==> src/rtl/mem_wb_stage_reg.sv <==
// MEM/WB pipeline register: valid/ready handshake, flush, optional skid
// entry and a saturating back-pressure counter.
module mem_wb_stage_reg #(
  parameter int DATA_W  = 32,
  parameter int RD_W    = 6,
  parameter int SEL_W   = 2,
  parameter int SKID_EN = 1,
  parameter int CNT_W   = 16
) (
  input  logic              CLK,
  input  logic              RESET_N,
  input  logic              FLUSH,
  input  logic              in_valid,
  output logic              in_ready,
  input  logic [DATA_W-1:0] PCwIMM,
  input  logic [DATA_W-1:0] ALU_res,
  input  logic [DATA_W-1:0] ReadData,
  input  logic [RD_W-1:0]   Rd,
  input  logic              RegWrite,
  input  logic              Z,
  input  logic              N,
  input  logic [SEL_W-1:0]  ThreeWay,
  output logic              out_valid,
  input  logic              out_ready,
  output logic [DATA_W-1:0] PCwIMM_out,
  output logic [DATA_W-1:0] ALU_res_out,
  output logic [DATA_W-1:0] ReadData_out,
  output logic [RD_W-1:0]   Rd_out,
  output logic              RegWrite_out,
  output logic              Z_out,
  output logic              N_out,
  output logic [SEL_W-1:0]  ThreeWay_out,
  output logic [CNT_W-1:0]  stall_cnt
);

  typedef struct packed {
    logic [DATA_W-1:0] pc;
    logic [DATA_W-1:0] alu;
    logic [DATA_W-1:0] rdata;
    logic [RD_W-1:0]   rd;
    logic              rw;
    logic              z;
    logic              n;
    logic [SEL_W-1:0]  sel;
  } pl_t;

  pl_t              in_pl;
  pl_t              main_q, main_d;
  pl_t              skid_q, skid_d;
  logic             ov_q, ov_d;
  logic             sv_q, sv_d;
  logic [CNT_W-1:0] cnt_q, cnt_d;
  logic             in_xfer;
  logic             out_xfer;
  logic             room;

  if (SKID_EN != 0) begin : g_skid
    assign in_ready = !sv_q;
  end else begin : g_noskid
    assign in_ready = !ov_q | out_ready;
  end

  assign in_xfer  = in_valid & in_ready;
  assign out_xfer = ov_q & out_ready;
  assign room     = !ov_q | out_ready;

  always_comb begin
    in_pl  = '{pc: PCwIMM, alu: ALU_res,
               rdata: ReadData, rd: Rd,
               rw: RegWrite, z: Z, n: N,
               sel: ThreeWay};
    main_d = main_q;
    skid_d = skid_q;
    ov_d   = ov_q;
    sv_d   = sv_q;
    cnt_d  = cnt_q;
    // Flush wins over everything; payload fields other than rw may go stale.
    if (FLUSH) begin
      ov_d      = 1'b0;
      sv_d      = 1'b0;
      main_d.rw = 1'b0;
    end else if (sv_q && out_xfer) begin
      main_d = skid_q;
      sv_d   = 1'b0;
      ov_d   = 1'b1;
    end else if (in_xfer && room) begin
      main_d = in_pl;
      ov_d   = 1'b1;
    end else if (in_xfer && SKID_EN != 0) begin
      skid_d = in_pl;
      sv_d   = 1'b1;
    end else if (out_xfer) begin
      ov_d      = 1'b0;
      main_d.rw = 1'b0;
    end
    if (ov_q && !out_ready && cnt_q != '1)
      cnt_d = cnt_q + CNT_W'(1);
  end

  always_ff @(posedge CLK or negedge RESET_N) begin
    if (!RESET_N) begin
      main_q <= '0;
      skid_q <= '0;
      ov_q   <= 1'b0;
      sv_q   <= 1'b0;
      cnt_q  <= '0;
    end else begin
      main_q <= main_d;
      skid_q <= skid_d;
      ov_q   <= ov_d;
      sv_q   <= sv_d;
      cnt_q  <= cnt_d;
    end
  end

  assign out_valid    = ov_q;
  assign PCwIMM_out   = main_q.pc;
  assign ALU_res_out  = main_q.alu;
  assign ReadData_out = main_q.rdata;
  assign Rd_out       = main_q.rd;
  assign RegWrite_out = main_q.rw;
  assign Z_out        = main_q.z;
  assign N_out        = main_q.n;
  assign ThreeWay_out = main_q.sel;
  assign stall_cnt    = cnt_q;

endmodule

==> config.mk <==
export PLATFORM = sky130hd
export DESIGN_NAME = mem_wb_stage_reg
export DESIGN_NICKNAME = d
export VERILOG_FILES = /design/src/rtl/mem_wb_stage_reg.sv
export SDC_FILE = /design/constraint.sdc
export NUM_CORES = 1
export LEC_CHECK = 0
export ABC_AREA = 1
export BUFFER_PORTS_ARGS = -buffer_cell sky130_fd_sc_hd__buf_2
export CAP_MARGIN = 20
export CORE_MARGIN = 2
export CORE_UTILIZATION = 40
export CTS_BUF_LIST = sky130_fd_sc_hd__clkbuf_8
export DETAILED_ROUTE_END_ITERATION = 7
export SKIP_CTS_REPAIR_TIMING = 1
export SLEW_MARGIN = 20
export SYNTH_ARGS = -nofsm -noshare
export SYNTH_HDL_FRONTEND = slang
export SYNTH_SLANG_ARGS = --single-unit
==> constraint.sdc <==
create_clock -name CLK -period 2.1 [get_ports CLK]
set_clock_uncertainty 0.2 [all_clocks]
set_input_delay 0.21 -clock CLK [delete_from_list [all_inputs] [get_ports CLK]]
set_output_delay 0.21 -clock CLK [all_outputs]
set_load 0.01 [all_outputs]
==> results.md <==
- Status: complete, no violations
- Post-route setup TNS: 0 ns
- Initial core utilization: 0.4037
- Int Pwr: 9.206 mW
- Number of global-route vias before repair: 7927
- Final Instance Area: 13660 um2
- Post-Route WL: roughly 25 mm
- Hold Path Cell Cnt: 7
- Count of warnings emitted by yosys: 0
- R2r worst-path depth: 6
- Worst Hold Launch: in_valid
- Met2 Wirelength: 11.44 mm
- Wire length on met1: 11.47 mm
- Count of endpoints failing setup in the final report: 0
- Period utilisation layout: 0.8834
- Die outline width: roughly 160 um
- Slew of the pin with the lowest slew margin: 0.5209 ns
- Max-slew violations: 0
- Peak ir drop on the vdd network: 0.7652 mV
- Terminating pin of the worst hold path: RegWrite_out$_DFFE_PN0P_
- Reported max-cap violation count: 0
- Post-synth design cell area: 10080 um2
- Fraction of power consumed by the clock network: 0.353
- Portion of the post-synthesis area used by sequential elements: 0.5760
- Proportion of power drawn by flip-flops and latches: 0.467
- Antenna Cells: 0
- Cells after Synth: 1205
- R2R Path End: ALU_res_out[12]$_DFFE_PN0P_
- H-Tree Level Count: 2
- Placeable core area: 24960 um2
- Syn-to-layout area delta: 35.49%
- Clock tree buffer depth: 3
- IO Pins: approximately 240
- Clock transition at the registers of the reported paths: 0.05 ns
- Residual DRC count: 0
- Crit path capture type: flip-flop
- Layout cells sized above 1: 0.2099
- Reg2reg setup slack: 0.26 ns
- Pin count of the biggest net entering global routing: 105
- Total number of vias: just under 9000
- Initial antenna violation count: 0
- Half-perimeter wire length after placement: roughly 16 mm
- Global route total overflow: 0
- Final Hold Vio Count: 0
- Most frequently used flop master after synthesis: dfrtp_1
- Height of the die: 162.7 um
- Sw power: 3.568 mW
- CTS tree: built
- Fillers: about 2300
- Setup repair after global routing missed its margin: no
- Average cell area after synthesis: between 8 and 9 um2
- Switching Share: 0.2793
- Relative contribution of combinational cells to total power: 0.180
- Number of enable flip-flop cells after synthesis: 0
- Overall routing resource usage: 0.1813
- Placer congestion estimate: about 0.84
- Critical path required time: 2.27 ns
- Worst skew pair latency: 0.52 ns
- Clock buffer count from CTS: 42
- Clk root buf: clkbuf_8
- Worst min-delay path class: primary input to flip-flop
- Min Tclk post-route: 1.855 ns
- Relative max-transition margin: 0.6527
- PortBufs: roughly 240
- DR WL/cell: 13.06 um
- Upper clock frequency limit: 539.0 MHz
- Number of library cell types mapped by synthesis: 22
- Pre-antenna DRT Iters: 5
- Critical path type: primary input to flip-flop
- Worst reg2reg startpoint: out_valid$_DFFE_PN0P_
- Worst setup path startpoint: out_ready
- Total number of placement rows: 58
- Post-synthesis sequential element count: around 230
- FFs w/ async S/R, synth: 1.000
- Vias per Instance: 4.572
- Startpoint kind of the worst setup timing path: primary input
- Cell leakage power: 7.367 nW
- Max layer used: met4
- Pwr/cell area: 935.4 nW/um2
- CTS sink cnt: 232
- Post-layout net count: 1659
- Instance area at placement: 11640 um2
- Met3 layer wire length in the routed design: 1.296 mm
- Post-synthesis net count: ~1300
- Maximum fanout encountered on the critical timing path: 91
- ANT nets after route: 0
- Data arrival time of the critical path: 2.02 ns
- Die Footprint: 26480 um2
- Global-route wire length before repair: 39.27 mm
- Number of design-rule violations left by the first detailed-router iteration: 615
==> cell usage in the layout (no fill, tap or decap), types with 2 or more instances in the layout <==
cell type and instances:
xnor2_1 5, dfrtp_1 232, dlygate4sd3_1 110, o21ai_1 69, inv_1 140, nand2_1 398, bufinv_16 3, buf_12 11
inv_2 2, buf_2 235, nor2_2 3, buf_4 12, nand3_1 9, clkbuf_8 55, nand2_2 3, o21ai_0 255
nand4_1 6, nor2_1 17
==> per-layer routing <==
layer,track usage,vias up
li1,-,4510
met1,0.2476,3930
met2,0.2826,223
met3,0.04125,56
met4,0.06959,0
met5,0,-
==> power groups by stage <==
stage / clock network [mW] / registers (mW) / logic, mW
after floorplan: 0 / 6.15 / 1.02
after global placement: 0 / 6.00 / 2.12
after detailed placement: 0 / 6.02 / 2.17
after CTS: 4.67 / 5.96 / 2.17
after global routing: 4.88 / 6.08 / 2.65
final: 4.51 / 5.97 / 2.30
==> stage by stage <==
stage | std cells | power (mW) | utilization | setup slack, ns | hold slack (ns)
after CTS | 1797 | 12.80 | 0.5028 | 0.05575 | -0.5821
final | 1907 | 12.77 | 0.5470 | 0.2448 | 0.01929
after global placement | 1722 | 8.112 | 0.4661 | 0.1431 | -0.007211
after floorplan | 1205 | 7.178 | - | 0.3185 | -0.2856
after detailed placement | 1722 | 8.193 | 0.4661 | 0.07122 | 0.0004034
after global routing | 1907 | 13.62 | 0.5470 | 0.1186 | 0.06189
==> Yosys cell counts, types with 2 or more instances <==
cell type  count  area [um2]
buf_6         10       112.6
nand2_1      398        1494
nand4_1        6       37.54
xnor2_1        5       43.79
inv_1        125       469.2
nor2_1        18       67.56
o21ai_1       69       345.3
inv_2          3       11.26
clkbuf_1      32       120.1
nand3_1        9       45.04
o21ai_0      255        1276
nor2_2         2       12.51
dfrtp_1      232        5806
nand2_2        4       25.02
buf_2         30       150.1
==> worst max path at each step <==
stage,slack (ns),cells after the start,end
finish,0.24,9,ALU_res_out[12]$_DFFE_PN0P_
global route,0.12,7,ReadData_out[28]$_DFFE_PN0P_
CTS,0.06,8,stall_cnt[6]$_DFFE_PN0P_
detailed placement,0.07,8,stall_cnt[6]$_DFFE_PN0P_
global placement,0.14,8,stall_cnt[14]$_DFFE_PN0P_
floorplan,0.32,10,stall_cnt[4]$_DFFE_PN0P_
==> worst max-delay path, stage by stage <==
cell and delay, ns:
dlygate4sd3_1 0.54, buf_2 0.13, inv_1 0.05, nand2_2 0.12, nand2_1 0.14, nand2_2 0.11, nand2_8 0.17, buf_12 0.35
o21ai_0 0.15
==> final cells by class <==
type	count	area [um2]	area share
Sequential cell	232	5806	0.4251
Multi-Input combinational cell	773	3433	0.2514
Timing Repair Buffer	369	2603	0.1906
Clock buffer	55	757.0	0.05543
Inverter	128	485.5	0.03555
Tap cell	330	412.9	0.03024
Clock inverter	20	158.9	0.01164
==> state kept, by name, summed over array words and instances (netlist names) <==
signal	flops
sv_q	1
PCwIMM_out	32
stall_cnt	16
Rd_out	6
RegWrite_out	1
skid_q	107
ReadData_out	32
out_valid	1
ALU_res_out	32
N_out	1
Z_out	1
ThreeWay_out	2
==> logic make-up after synthesis <==
| family | share of synthesized area |
|---|---|
| flip-flops | 0.5760 |
| AO/OA/AOI/OAI | 0.1624 |
| XOR/XNOR | 0.005214 |
| buffers and inverters | 0.08566 |
| adder cells (fa/ha/maj) | 0.001241 |
| AND/OR/NAND/NOR | 0.1695 |
Note: power is estimated with default switching activity, not from simulation.
